File: config.mk
export PLATFORM = sky130hd
export DESIGN_NAME = key_event_pulser_flat
export DESIGN_NICKNAME = d
export VERILOG_FILES = /design/src/rtl/key_event_pulser_pkg.sv /design/src/rtl/key_event_pulser_if.sv /design/src/rtl/key_event_pulser_repeat_fsm.sv /design/src/rtl/key_event_pulser.sv /design/src/flat_wrapper.sv
export SDC_FILE = /design/constraint.sdc
export NUM_CORES = 1
export LEC_CHECK = 0
export BUFFER_PORTS_ARGS = -buffer_cell sky130_fd_sc_hd__buf_2
export CAP_MARGIN = 20
export CORE_AREA = 8 8 200 202
export CTS_CLUSTER_SIZE = 25
export DETAILED_ROUTE_END_ITERATION = 7
export DIE_AREA = 0 0 208 210
export GPL_ROUTABILITY_DRIVEN = 0
export GPL_TIMING_DRIVEN = 0
export HOLD_SLACK_MARGIN = 0.05
export PLACE_DENSITY = 0.48
export SYNTH_ARGS = -nofsm -noshare
export SYNTH_HDL_FRONTEND = slang
export SYNTH_SLANG_ARGS = --single-unit
File: constraint.sdc
create_clock -name clk -period 2.5 [get_ports clk]
set_clock_uncertainty 0.05 [all_clocks]
set_input_delay 0.125 -clock clk [delete_from_list [all_inputs] [get_ports clk]]
set_output_delay 0.125 -clock clk [all_outputs]
set_load 0.005 [all_outputs]
File: src/rtl/key_event_pulser_pkg.sv
`default_nettype none
// == key_event_pulser_pkg : PS/2 key codes, key bit indices, priority grant == Rev 1.0
package key_event_pulser_pkg;

  localparam int NKEYS = 5;

  localparam logic [8:0] KEY_W     = 9'h01D;
  localparam logic [8:0] KEY_A     = 9'h01C;
  localparam logic [8:0] KEY_S     = 9'h01B;
  localparam logic [8:0] KEY_D     = 9'h023;
  localparam logic [8:0] KEY_ENTER = 9'h05A;

  localparam int KIDX_UP = 0;
  localparam int KIDX_LT = 1;
  localparam int KIDX_DW = 2;
  localparam int KIDX_RT = 3;
  localparam int KIDX_CT = 4;

  typedef logic [NKEYS-1:0] key_vec_t;

  function automatic logic [8:0] key_code(input int idx);
    logic [8:0] code;
    case (idx)
      KIDX_UP: code = KEY_W;
      KIDX_LT: code = KEY_A;
      KIDX_DW: code = KEY_S;
      KIDX_RT: code = KEY_D;
      default: code = KEY_ENTER;
    endcase
    return code;
  endfunction

  // Fixed priority ct > up > dw > lt > rt, one-hot result.
  function automatic key_vec_t prio_grant(input key_vec_t req);
    key_vec_t g;
    g = '0;
    if (req[KIDX_CT])      g[KIDX_CT] = 1'b1;
    else if (req[KIDX_UP]) g[KIDX_UP] = 1'b1;
    else if (req[KIDX_DW]) g[KIDX_DW] = 1'b1;
    else if (req[KIDX_LT]) g[KIDX_LT] = 1'b1;
    else if (req[KIDX_RT]) g[KIDX_RT] = 1'b1;
    return g;
  endfunction

endpackage
`default_nettype wire

File: src/rtl/key_event_pulser_if.sv
`default_nettype none
// == key_event_pulser_if : decoder-side inputs and pulse outputs of key_event_pulser == Rev 1.0
interface key_event_pulser_if;
  import key_event_pulser_pkg::*;

  logic [511:0] key_down;
  logic [8:0]   last_change;
  logic         key_valid;
  logic         enable;
  logic         up_pulse;
  logic         lt_pulse;
  logic         dw_pulse;
  logic         rt_pulse;
  logic         ct_pulse;
  key_vec_t     key_held;

  modport master (
    output key_down, last_change, key_valid, enable,
    input  up_pulse, lt_pulse, dw_pulse, rt_pulse, ct_pulse, key_held
  );

  modport slave (
    input  key_down, last_change, key_valid, enable,
    output up_pulse, lt_pulse, dw_pulse, rt_pulse, ct_pulse, key_held
  );

endinterface
`default_nettype wire

File: src/rtl/key_event_pulser_repeat_fsm.sv
`default_nettype none
// == key_repeat_fsm : per-key IDLE/DELAY/REPEAT tracker producing pending-set ticks == Rev 1.0
module key_repeat_fsm #(
  parameter int REPEAT_DELAY  = 50_000_000,
  parameter int REPEAT_PERIOD = 15_000_000,
  parameter int CNT_W         = 26
) (
  input  logic clk,
  input  logic rst,
  input  logic press,
  input  logic rel,
  input  logic rep_en,
  output logic tick,
  output logic held
);

  localparam logic [1:0] ST_IDLE   = 2'd0;
  localparam logic [1:0] ST_DELAY  = 2'd1;
  localparam logic [1:0] ST_REPEAT = 2'd2;

  localparam logic [CNT_W-1:0] DELAY_LAST  = CNT_W'(REPEAT_DELAY - 1);
  localparam logic [CNT_W-1:0] PERIOD_LAST = CNT_W'(REPEAT_PERIOD - 1);

  logic [1:0]       state;
  logic [CNT_W-1:0] cnt;

  // Release wins over any tick due in the same cycle.
  always_comb begin
    tick = 1'b0;
    if (!rel) begin
      case (state)
        ST_IDLE:   tick = press;
        ST_DELAY:  tick = rep_en && (cnt == DELAY_LAST);
        ST_REPEAT: tick = (cnt == PERIOD_LAST);
        default:   tick = 1'b0;
      endcase
    end
  end

  always_ff @(posedge clk) begin
    if (!rst) begin
      state <= ST_IDLE;
      cnt   <= '0;
    end else if (rel) begin
      state <= ST_IDLE;
      cnt   <= '0;
    end else begin
      case (state)
        ST_IDLE: begin
          if (press) begin
            state <= ST_DELAY;
            cnt   <= '0;
          end
        end
        ST_DELAY: begin
          // Without repeat the counter parks at the threshold instead of wrapping.
          if (rep_en && (cnt == DELAY_LAST)) begin
            state <= ST_REPEAT;
            cnt   <= '0;
          end else if (cnt != DELAY_LAST) begin
            cnt <= cnt + 1'b1;
          end
        end
        ST_REPEAT: begin
          if (cnt == PERIOD_LAST) cnt <= '0;
          else                    cnt <= cnt + 1'b1;
        end
        default: begin
          state <= ST_IDLE;
          cnt   <= '0;
        end
      endcase
    end
  end

  assign held = (state != ST_IDLE);

endmodule
`default_nettype wire

File: src/rtl/key_event_pulser.sv
`default_nettype none
// == key_event_pulser : PS/2 key events -> single-cycle W/A/S/D/ENTER pulses with repeat == Rev 1.0
module key_event_pulser
  import key_event_pulser_pkg::*;
#(
  parameter bit REPEAT_EN     = 1'b1,
  parameter int REPEAT_DELAY  = 50_000_000,
  parameter int REPEAT_PERIOD = 15_000_000,
  parameter int CNT_W         = 26
) (
  input  logic                clk,
  input  logic                rst,
  key_event_pulser_if.slave   bus
);

  key_vec_t press;
  key_vec_t rel;
  key_vec_t tick;
  key_vec_t held;
  key_vec_t pending;
  key_vec_t grant;
  key_vec_t pulse;

  genvar k;
  generate
    for (k = 0; k < NKEYS; k++) begin : g_key
      localparam logic [8:0] CODE = key_code(k);
      logic hit;

      assign hit      = bus.key_valid && (bus.last_change == CODE);
      assign press[k] = hit && bus.key_down[CODE];
      assign rel[k]   = hit && !bus.key_down[CODE];

      key_repeat_fsm #(
        .REPEAT_DELAY  (REPEAT_DELAY),
        .REPEAT_PERIOD (REPEAT_PERIOD),
        .CNT_W         (CNT_W)
      ) u_fsm (
        .clk    (clk),
        .rst    (rst),
        .press  (press[k]),
        .rel    (rel[k]),
        .rep_en (REPEAT_EN && (k != KIDX_CT)),
        .tick   (tick[k]),
        .held   (held[k])
      );
    end
  endgenerate

  always_comb grant = prio_grant(pending);

  // Only the granted bit is cleared; new ticks merge into whatever is still waiting.
  always_ff @(posedge clk) begin
    if (!rst) begin
      pending <= '0;
      pulse   <= '0;
    end else if (!bus.enable) begin
      pending <= '0;
      pulse   <= '0;
    end else begin
      pending <= (pending & ~grant) | tick;
      pulse   <= grant;
    end
  end

  assign bus.up_pulse = pulse[KIDX_UP];
  assign bus.lt_pulse = pulse[KIDX_LT];
  assign bus.dw_pulse = pulse[KIDX_DW];
  assign bus.rt_pulse = pulse[KIDX_RT];
  assign bus.ct_pulse = pulse[KIDX_CT];
  assign bus.key_held = held;

endmodule
`default_nettype wire

File: src/flat_wrapper.sv
// flat-port wrapper written by rule: the top's interface ports become plain ports
module key_event_pulser_flat import key_event_pulser_pkg::*;
#(
  parameter bit REPEAT_EN     = 1'b1,
  parameter int REPEAT_DELAY  = 50_000_000,
  parameter int REPEAT_PERIOD = 15_000_000,
  parameter int CNT_W         = 26
)
  (clk, rst, bus_key_down, bus_last_change, bus_key_valid, bus_enable, bus_up_pulse, bus_lt_pulse, bus_dw_pulse, bus_rt_pulse, bus_ct_pulse, bus_key_held);
  key_event_pulser_if bus_i ();
  input  logic clk;
  input  logic rst;
  input wire logic [$bits(bus_i.key_down)-1:0] bus_key_down;
  input wire logic [$bits(bus_i.last_change)-1:0] bus_last_change;
  input wire logic [$bits(bus_i.key_valid)-1:0] bus_key_valid;
  input wire logic [$bits(bus_i.enable)-1:0] bus_enable;
  output wire logic [$bits(bus_i.up_pulse)-1:0] bus_up_pulse;
  output wire logic [$bits(bus_i.lt_pulse)-1:0] bus_lt_pulse;
  output wire logic [$bits(bus_i.dw_pulse)-1:0] bus_dw_pulse;
  output wire logic [$bits(bus_i.rt_pulse)-1:0] bus_rt_pulse;
  output wire logic [$bits(bus_i.ct_pulse)-1:0] bus_ct_pulse;
  output wire logic [$bits(bus_i.key_held)-1:0] bus_key_held;
  assign bus_i.key_down = bus_key_down;
  assign bus_i.last_change = bus_last_change;
  assign bus_i.key_valid = bus_key_valid;
  assign bus_i.enable = bus_enable;
  assign bus_up_pulse = bus_i.up_pulse;
  assign bus_lt_pulse = bus_i.lt_pulse;
  assign bus_dw_pulse = bus_i.dw_pulse;
  assign bus_rt_pulse = bus_i.rt_pulse;
  assign bus_ct_pulse = bus_i.ct_pulse;
  assign bus_key_held = bus_i.key_held;
  key_event_pulser #(.REPEAT_EN(REPEAT_EN), .REPEAT_DELAY(REPEAT_DELAY), .REPEAT_PERIOD(REPEAT_PERIOD), .CNT_W(CNT_W)) u_core (.clk(clk), .rst(rst), .bus(bus_i));
endmodule
# ---- Word level (Yosys, flattened, before mapping)
# Cells that the tools add are included.
dict set report op_classes {
  add_sub_neg 5
  n_eq_ne 43
  muxes 58
  bitwise_logic 9
  reduce_logical 47
}
# op n
set op_table {}
lappend op_table {{26-bit two-way mux} 19}
lappend op_table {{26-bit one-hot mux with 3 select lines} 5}
lappend op_table {{26-bit by 1-bit adder with 26-bit output (second input constant)} 5}
lappend op_table {{26-bit by 24-bit == test with 1-bit output (second input constant)} 5}
lappend op_table {{26-bit inequality test (second input constant)} 5}
lappend op_table {{26-bit == test (second input constant)} 4}
lappend op_table {{9-bit by 5-bit == test with 1-bit output (second input constant)} 3}
lappend op_table {{2-bit one-hot mux with 3 select lines} 4}
lappend op_table {{2-bit inequality test (second input constant)} 10}
lappend op_table {{2-bit two-way mux} 9}
lappend op_table {{1-bit logical AND} 15}
lappend op_table {{2-bit AND reduction} 7}
lappend op_table {{1-bit two-way mux} 13}
lappend op_table {{3-bit inequality test (second input constant)} 4}
lappend op_table {{1-bit one-hot mux with 3 select lines} 4}
lappend op_table {{3-bit AND reduction} 4}
lappend op_table {{2-bit OR reduction} 6}
lappend op_table {{2-bit by 1-bit == test with 1-bit output (second input constant)} 5}
lappend op_table {{2-bit == test (second input constant)} 5}
lappend op_table {{2-bit zero test} 5}
lappend op_table {{2-bit nonzero test} 5}
lappend op_table {{9-bit by 6-bit == test with 1-bit output (second input constant)} 1}
lappend op_table {{9-bit by 7-bit == test with 1-bit output (second input constant)} 1}
lappend op_table {{1-bit NOT} 6}
lappend op_table {{8 further kinds} 12}
dict set report word_totals {
  reg_bits 150
  input_bits 525
  output_inout_bits 10
  wordCells 174
}

# ---- Longest topological paths before layout
# Gate-level depths: netlist of the first run.
dict set report logic_depth {
  ltp_word 8
  mapped_depth 9
  ltp_nobuf 8
}

# ---- Hierarchy
# Synthesis of the first run repeated with hierarchy kept, for this count alone.
dict set report unflattened {
  cells_unflattened 1051
  area_unflattened_um2 8717.1
}
# mod n_inst cells_per_inst area_per_inst_um2 seq_area_each_um2
set by_module_without_submodules {}
lappend by_module_without_submodules {{key_repeat_fsm at u_core.g_key[0].u_fsm ...} 4 192 1604.0 560.5}
lappend by_module_without_submodules {{key_repeat_fsm at u_core.g_key[4].u_fsm} 1 228 1820.5 560.5}
lappend by_module_without_submodules {key_event_pulser 1 55 480.5 200.2}

# ---- Worst setup path after synthesis of the first run
# No wires, ideal clock.
dict set report synth_timing {
  path_kind {register to register}
  start {register u_core.g_key[0].u_fsm.cnt[0]}
  end {register u_core.g_key[0].u_fsm.cnt[4]}
  setup_ps 124
  t_arrival_ps 2271
  slack_ps 56
  path_stages_with_launch 9
  path_buffers 1
  synth_period_minus_slack_ps 2444
  path_cell_list {dfxtp_1 ha_1 nand4_1 or4_1 o31ai_2 a211oi_1 buf_2 a31oi_1 o31ai_1}
}
dict set report synth_via {
  elab_chain_cells 4
  elab_cells_between_ends 10
}
# element line_no
set synth_rtl {}
lappend synth_rtl {{from (decl)} key_event_pulser_repeat_fsm.sv:25} ;# logic [CNT_W-1:0] cnt;
lappend synth_rtl {{from (signal assigned)} key_event_pulser_repeat_fsm.sv:61} ;# cnt <= cnt + 1'b1;
lappend synth_rtl {{from (signal assigned)} key_event_pulser_repeat_fsm.sv:66} ;# else cnt <= cnt + 1'b1;
lappend synth_rtl {{26-bit by 1-bit adder with 26-bit output} {key_event_pulser_repeat_fsm.sv:61, key_event_pulser_repeat_fsm.sv:66}}
lappend synth_rtl {{26-bit two-way mux} key_event_pulser_repeat_fsm.sv:60} ;# end else if (cnt != DELAY_LAST) begin
lappend synth_rtl {{26-bit two-way mux} key_event_pulser_repeat_fsm.sv:57} ;# if (rep_en && (cnt == DELAY_LAST)) begin
lappend synth_rtl {{26-bit one-hot mux with 3 select lines} key_event_pulser_repeat_fsm.sv:48} ;# case (state)
# Parallel ways exist; a longest one is shown, timed or not. The select of a mux whose other input is x is not followed.
# A chain may end at the register's enable or synchronous reset.

# ---- Final worst setup path of the first run
dict set report layout_timing {
  start {register u_core.g_key[1].u_fsm.cnt[20]}
  end {register u_core.g_key[1].u_fsm.cnt[19]}
}
dict set report layout_via {
  elab_chain_cells 3
  elab_cells_between_ends 8
}
# element line_no
set layout_rtl {}
lappend layout_rtl {{from (decl)} key_event_pulser_repeat_fsm.sv:25}
lappend layout_rtl {{from (signal assigned)} key_event_pulser_repeat_fsm.sv:61}
lappend layout_rtl {{from (signal assigned)} key_event_pulser_repeat_fsm.sv:66}
lappend layout_rtl {{26-bit by 24-bit == test with 1-bit output, or another cell as far along} key_event_pulser_repeat_fsm.sv:65} ;# if (cnt == PERIOD_LAST) cnt <= '0;
lappend layout_rtl {{26-bit two-way mux, or another cell as far along} key_event_pulser_repeat_fsm.sv:65}
lappend layout_rtl {{26-bit one-hot mux with 3 select lines or 2-bit AND reduction (tied branches)} -}
# Parallel ways exist; a longest one is shown, timed or not.

==> flow_metrics.py, run 1 <==
metrics = {
    "finish": {
        "utilization_pct": 23.78,
        "syn2layout_area_growth_pct": 24.84,
        "finalInstanceArea_sq_um": 8790,
        "nets": 1486,
        "drive_gt1_share_pct": 16.46,
    },
    "drt": {
        "drt-total-wl_mm": 20.46,
        "vias": 6649,
        "post_drt_wl_per_cell_microns": 14.31,
        "dr.pass1.iters": 5,
        "initialDrtViolationCount": 460,
        "via_per_inst": 4.650,
        "detail-route-antenna-nets": 0,
        "drcViolationCount": 0,
    },
    "placed_design": {
        "port_buffers": 27,
        "placedInstanceArea_sq_um": 7769,
        "dp_hpwl_mm": 14.56,
    },
    "worst_setup_path": {
        "rr_worst_depth": 7,
        "critPathBufInv": 1,
        "cp_max_fo": 10,
        "rrSetupSlack_ns": 0.08,
        "critical_path_class": "flop to flop",
        "rr_endpoint": "u_core.g_key[1].u_fsm.cnt[19]$_SDFFE_PP0P_",
        "endpoint_kind": "flop",
        "setup.worst_path.start_class": "flop",
        "crit_cells": 7,
        "r2r_start": "u_core.g_key[1].u_fsm.cnt[20]$_SDFFE_PP0P_",
        "crit_start": "u_core.g_key[1].u_fsm.cnt[20]$_SDFFE_PP0P_",
        "path_cells": "or4_1 -> or4_4 -> o31ai_4 -> a21oi_4 -> buf_8 -> a31oi_2 -> a21oi_1",
        "crit_arrival_ns": 2.65,
        "cp_slowest_cell": "or4_4",
        "max_stage_delay_ns": 0.55,
        "required_ns": 2.73,
        "crit_end": "u_core.g_key[1].u_fsm.cnt[19]$_SDFFE_PP0P_",
        "crit_family": "simple AND/OR/NAND/NOR gates",
    },
    "cts": {
        "cts_max_level": 4,
        "root_buffer": "clkbuf_16",
        "numCtsBuffers": 17,
        "clock_path_buffers": 2,
        "cts_tree": "built",
        "clock_sinks": 123,
        "clk_pin_slew_ns": 0.06,
        "clkLatencyLatePin_ns": 0.42,
    },
    "global_route": {
        "grt_max_degree": 17,
        "grt_pass1_wl_mm": 32.83,
        "grt_pass1_vias": 6262,
        "overflow": 0,
        "track_usage_pct": 9.063,
        "antenna_found_initial": 4,
    },
    "yosys": {
        "ys_ff_latch": 123,
        "synth_area_per_cell_sq_um": 8.055,
        "async_flop_share_pct": 0,
        "synth_cell_type_count": 73,
        "synthDominantCellAreaShare_pct": 34.97,
        "ys_seq_area_share_pct": 34.97,
        "synth_largest_area_cell": "dfxtp_1",
        "synth.area.top_cells": "dfxtp_1 (35%), nand2_1 (5.6%), nand3_1 (5.5%)",
        "synthCells": 874,
        "ys_warn_count": 0,
        "synth_nets": 1419,
        "ys.flop_type": "dfxtp_1",
        "syn_area_sq_um": 7041,
        "synth_edf_count": 0,
    },
    "die": {
        "io_pins": 535,
        "die_area_sq_um": 43680,
        "rows": 71,
        "start_util_pct": 19.05,
        "core_sq_um": 36960,
        "die_w_microns": 208,
        "die_h_microns": 210,
    },
    "sta": {
        "drv_slew": 0,
        "fmax_mhz": 414.0,
        "worst_pin_slew_ns": 0.8454,
        "hold_viol_final": 0,
        "setup_viol": 0,
        "rsz0062_at_grt": "yes",
        "finalCriticalPeriod_ns": 2.416,
        "relSlewSlack_pct": 43.21,
        "finalCritPeriodShare_pct": 96.63,
        "holdWs_ns": 0.08828,
    },
    "pwr": {
        "peakVddDrop_v": 0.0003761,
        "totalPowerFinal_w": 0.004652,
        "p_leak_nw": 2.867,
        "p_per_area_nw_per_um2": 529.3,
    },
    "hold_path": {
        "min_path_type": "input port to flop",
    },
    "job": {
        "cap_violations": 0,
    },
    "status": {
        "outcome": "completed",
    },
}
stage by stage:
stage | TNS, ns | instances | setup slack [ns]
6_report | 0 | 1430 | 0.08436
5_1_grt | -0.05994 | 1430 | -0.01800
4_1_cts | 0 | 1423 | 0.007482
3_5_place_dp | -27.34 | 1375 | -0.4358
3_3_place_gp | -27.89 | 1375 | -0.4532
2_1_floorplan | 0 | 874 | 0.05558
kinds of logic after synthesis:
| logic type | after synthesis | synth area share (%) |
|---|---|---|
| flip-flops | 123 | 34.97 |
| adder cells (fa/ha/maj) | 20 | 3.554 |
| XOR/XNOR | 50 | 6.220 |
| buffers and inverters | 62 | 4.034 |
| multiplexers | 5 | 0.7109 |
| AND/OR/NAND/NOR | 479 | 35.97 |
| AO/OA/AOI/OAI | 135 | 14.54 |
per-layer routing:
layer	global-route usage [%]	vias to the layer above	wire, microns
met5	0	-	27
met3	2.258	27	802
li1	-	3359	-
met4	2.545	4	295
met1	11.71	3166	9792
met2	14.86	93	9545
worst min-delay path, cell delays in order:
cell and delay (ns):
buf_2 0.08, nor4b_1 0.04, nand3_1 0.10, nand2_1 0.06, o22ai_1 0.09
state kept, by name, indices dropped and copies added (netlist names):
| name | flops |
|---|---|
| u_core.g_key.u_fsm.cnt | 104 |
| u_core.g_key.u_fsm.state | 9 |
| u_core.pending | 5 |
| u_core.pulse | 5 |
area by class of cell:
cell class              count  area (sq um)
diodes                      2         5.005
plain buffers              31         196.4
clock buffers              19         442.9
clock inverters            13         167.7
fillers                  4065         28170
inverters                  30         112.6
multi-input cells         689          4491
flip-flops and latches    123          2479
well taps                 474         593.1
repair buffers             49         302.8
synthesized netlist by cell type (5+ instances only):
cell type and n:
a211oi_1 5, a21oi_1 33, a31oi_1 21, and2_1 8, and3_1 16, and4_1 8
buf_2 8, buf_4 5, clkbuf_1 16, dfxtp_1 123, ha_1 20, inv_1 30
mux2i_1 5, nand2_1 105, nand2b_1 5, nand3_1 78, nand4_1 39, nand4b_1 6
nor2_1 96, nor3_1 32, nor3b_1 5, nor4_1 18, nor4b_1 8, nor4bb_1 5
o21ai_0 16, or2_2 5, or3_1 12, or4_1 7, or4b_1 5, xnor2_1 24
xor2_1 26
power breakdown:
group | total (W) | switching, W | internal (W)
combinational | 0.000122 | 0.0000814 | 0.0000406
sequential | 0.00196 | 0.0000000945 | 0.00196
clock | 0.00257 | 0.000970 | 0.00160
total | 0.00465 | 0.00105 | 0.00360
layout by cell type, fill, tap and decap left out, types with 5 or more instances in the layout:
cell / Yosys / final
nor4bb_1: 5 / 5
clkbuf_16: 0 / 17
nor4b_1: 8 / 7
o21ai_0: 16 / 15
nand2_1: 105 / 105
nor4_1: 18 / 17
xor2_1: 26 / 26
nor2_1: 96 / 96
buf_2: 8 / 34
or4_4: 0 / 5
mux2i_1: 5 / 5
buf_4: 5 / 23
buf_6: 3 / 5
and4_1: 8 / 8
and3_1: 16 / 16
or3_1: 12 / 11
a21oi_1: 33 / 31
nor3b_1: 5 / 5
nand3_1: 78 / 76
nand4_1: 39 / 39
inv_1: 30 / 30
a31oi_1: 21 / 21
or2_2: 5 / 5
nand4b_1: 6 / 6
dfxtp_1: 123 / 116
nor3_1: 32 / 31
or4b_1: 5 / 5
clkbuf_1: 16 / 13
ha_1: 20 / 17
xnor2_1: 24 / 24
and2_1: 8 / 8
timing repair:
action / in CTS / in global routing
setup buffers: 12 / 5
hold buffers: 3 / 0
setup endpoints to repair: 103 / 100
resized for setup: 27 / 33
pin swaps: 9 / 16
gates cloned: 1 / 1
endpoints found under the hold margin: 4 / 0
how the worst min path moves through the flow:
stage,slack [ns],to,cells past startpoint,startpoint
5_1_grt,0.15,u_core.pending[3]$_SDFF_PN0_,5,bus_key_down[35]
4_1_cts,0.08,u_core.pending[3]$_SDFF_PN0_,5,bus_key_down[35]
3_5_place_dp,0.40,u_core.pulse[2]$_SDFF_PN0_,2,u_core.pending[2]$_SDFF_PN0_
3_3_place_gp,0.39,u_core.pulse[3]$_SDFF_PN0_,2,u_core.pending[3]$_SDFF_PN0_
2_1_floorplan,0.23,u_core.pulse[4]$_SDFF_PN0_,1,bus_enable
6_report,0.09,u_core.pending[3]$_SDFF_PN0_,5,bus_key_down[35]
Note: power is estimated with default switching activity, not from simulation.
==> run 2, diff against run 1 <==
- CORE_AREA: 8 8 200 202 -> 8 8 202 204
- DIE_AREA: 0 0 208 210 -> 0 0 210 212
- PLACE_DENSITY: 0.48 -> 0.46
- clock period: 2.5 -> 2.44 ns (I/O delays scaled with it)
==> run 2 against run 1 <==
Cell count grew 3.2%; clock power grew 4%; maximum frequency grew 0.28%; highest routed layer unchanged; non-clock buffer count grew 4; core utilization is essentially flat.
==> flow_metrics.py, run 2 (same netlist as run 1, synthesis figures left out) <==
metrics = {
    "status": {
        "outcome": "completed",
    },
    "worst_setup_path": {
        "crit_path_frequent_cell": "or4_4",
        "max_stage_delay_ns": 0.56,
        "required_ns": 2.74,
        "cp_max_fo": 6,
        "path_cells": "or3_1 -> or4_4 -> or4_4 -> a211o_1 -> a21oi_2",
        "critical_path_class": "flop to flop",
        "crit_arrival_ns": 2.70,
        "cp_slowest_cell": "or4_4",
        "endpoint_kind": "flop",
        "setup.worst_path.start_class": "flop",
    },
    "finish": {
        "utilization_pct": 23.82,
        "antennaDiodeCount": 0,
        "finalNonFillerCells": 1476,
        "largest_register_ffs": 104,
        "fillers": 4160,
        "syn2layout_area_growth_pct": 28.29,
        "final_cell_mix": "dfxtp_1 (109), nand2_1 (105), nor2_1 (96)",
        "layout_commonest_cell": "dfxtp_1",
        "drive_gt1_share_pct": 19.00,
        "max_flop_register": "u_core.g_key.u_fsm.cnt",
        "top_regs": "u_core.g_key.u_fsm.cnt x104, u_core.g_key.u_fsm.state x9",
        "nets": 1490,
    },
    "pwr": {
        "peakVddDrop_v": 0.0004445,
        "p_per_area_nw_per_um2": 531.5,
        "p_leak_nw": 2.950,
    },
    "cts": {
        "numCtsBuffers": 17,
        "clk_pin_slew_ns": 0.06,
        "cts_tree": "built",
        "root_buffer": "clkbuf_16",
        "clkLatencyLatePin_ns": 0.42,
        "cts_max_level": 4,
        "clock_sinks": 123,
        "clock_path_buffers": 2,
    },
    "global_route": {
        "antenna_found_initial": 1,
        "grt_pass1_vias": 6444,
        "track_usage_pct": 9.151,
        "grt_max_degree": 17,
        "overflow": 0,
        "grt_pass1_wl_mm": 33.78,
    },
    "die": {
        "die_w_microns": 210,
        "rows": 72,
        "die_area_sq_um": 44520,
        "start_util_pct": 18.56,
        "die_h_microns": 212,
        "core_sq_um": 37930,
        "io_pins": 535,
    },
    "placed_design": {
        "dp_cells": 1419,
        "port_buffers": 27,
        "dp_hpwl_mm": 14.51,
    },
    "drt": {
        "vias": 6704,
        "dr.pass1.iters": 5,
        "drcViolationCount": 0,
        "initialDrtViolationCount": 446,
        "via_per_inst": 4.542,
        "post_drt_wl_per_cell_microns": 13.98,
        "drt-total-wl_mm": 20.63,
        "detail-route-antenna-nets": 0,
    },
    "sta": {
        "rsz0062_at_grt": "yes",
        "hold_viol_final": 0,
        "holdWs_ns": 0.1070,
        "finalCriticalPeriod_ns": 2.409,
        "setup_viol": 0,
        "relSlewSlack_pct": 41.63,
        "fmax_mhz": 415.1,
        "worst_pin_slew_ns": 0.8638,
        "finalCritPeriodShare_pct": 98.72,
        "setup-tns-final_ns": 0,
        "drv_slew": 0,
    },
    "hold_path": {
        "min_path_type": "input port to flop",
    },
    "job": {
        "cap_violations": 0,
    },
}
run 2: cell count changes in the layout (fill, tap and decap cells not counted), sizes merged:
cell         delta
buf             +4
clkinv          -1
clkbuf          +1
diode           -2
inv             +1
dlygate4sd3     -1
run 2: worst paths after layout:
check,startpoint,endpoint,slack (ns),cells after the start
hold / removal,bus_key_down[27],u_core.pending[2]$_SDFF_PN0_,0.11,3
setup reg to reg,u_core.g_key[0].u_fsm.cnt[10]$_SDFFE_PP0P_,u_core.pending[0]$_SDFF_PN0_,0.03,5
hold reg to reg,u_core.pending[2]$_SDFF_PN0_,u_core.pulse[2]$_SDFF_PN0_,0.41,2
setup / recovery,u_core.g_key[0].u_fsm.cnt[10]$_SDFFE_PP0P_,u_core.pending[0]$_SDFF_PN0_,0.03,5
run 2: critical path, delay by kind of cell, from the launching register on:
kind / cells / cell delay (ns)
and+or+nand+nor: 3 / 1.46
DFF: 1 / 0.36
AOI/OAI and AO/OA: 2 / 0.47
run 2: layout make-up:
| type | instances | area, sq um | area share [%] |
|---|---|---|---|
| plain buffers | 30 | 198.9 | 2.203 |
| clock buffers | 19 | 452.9 | 5.015 |
| well taps | 518 | 648.1 | 7.176 |
| repair buffers | 54 | 364.1 | 4.031 |
| multi-input cells | 689 | 4607 | 51.00 |
| clock inverters | 13 | 163.9 | 1.815 |
| flip-flops and latches | 123 | 2485 | 27.51 |
| inverters | 30 | 112.6 | 1.247 |
run 2: layer usage:
metal | up-vias | wire, microns | track usage [%]
li1 | 3362 | - | -
met1 | 3176 | 9910 | 12.03
met2 | 134 | 9537 | 14.77
met3 | 30 | 778 | 1.651
met4 | 2 | 392 | 3.524
met5 | - | 13 | 0
run 2: metrics by stage:
step,worst slack (ns),area [sq um],total power (W)
6_report,0.03117,9032,0.004801
5_1_grt,-0.04246,9032,0.004961
2_1_floorplan,0.02309,7049,0.002109
3_3_place_gp,-0.5524,7833,0.002162
4_1_cts,0.01723,8781,0.004871
3_5_place_dp,-0.5021,7833,0.002163
run 2: timing repair:
item / in CTS / in global routing
pin swaps: 15 / 14
setup endpoints to repair: 105 / 98
gates cloned: 2 / 0
endpoints found under the hold margin: 3 / 0
setup buffers: 16 / 7
hold buffers: 2 / 0
gates resized for setup: 41 / 48
run 2: power breakdown:
part	switching (W)	internal, W
clock	0.000999	0.00167
combinational	0.0000846	0.0000434
sequential	0.0000000880	0.00201
total	0.00108	0.00372
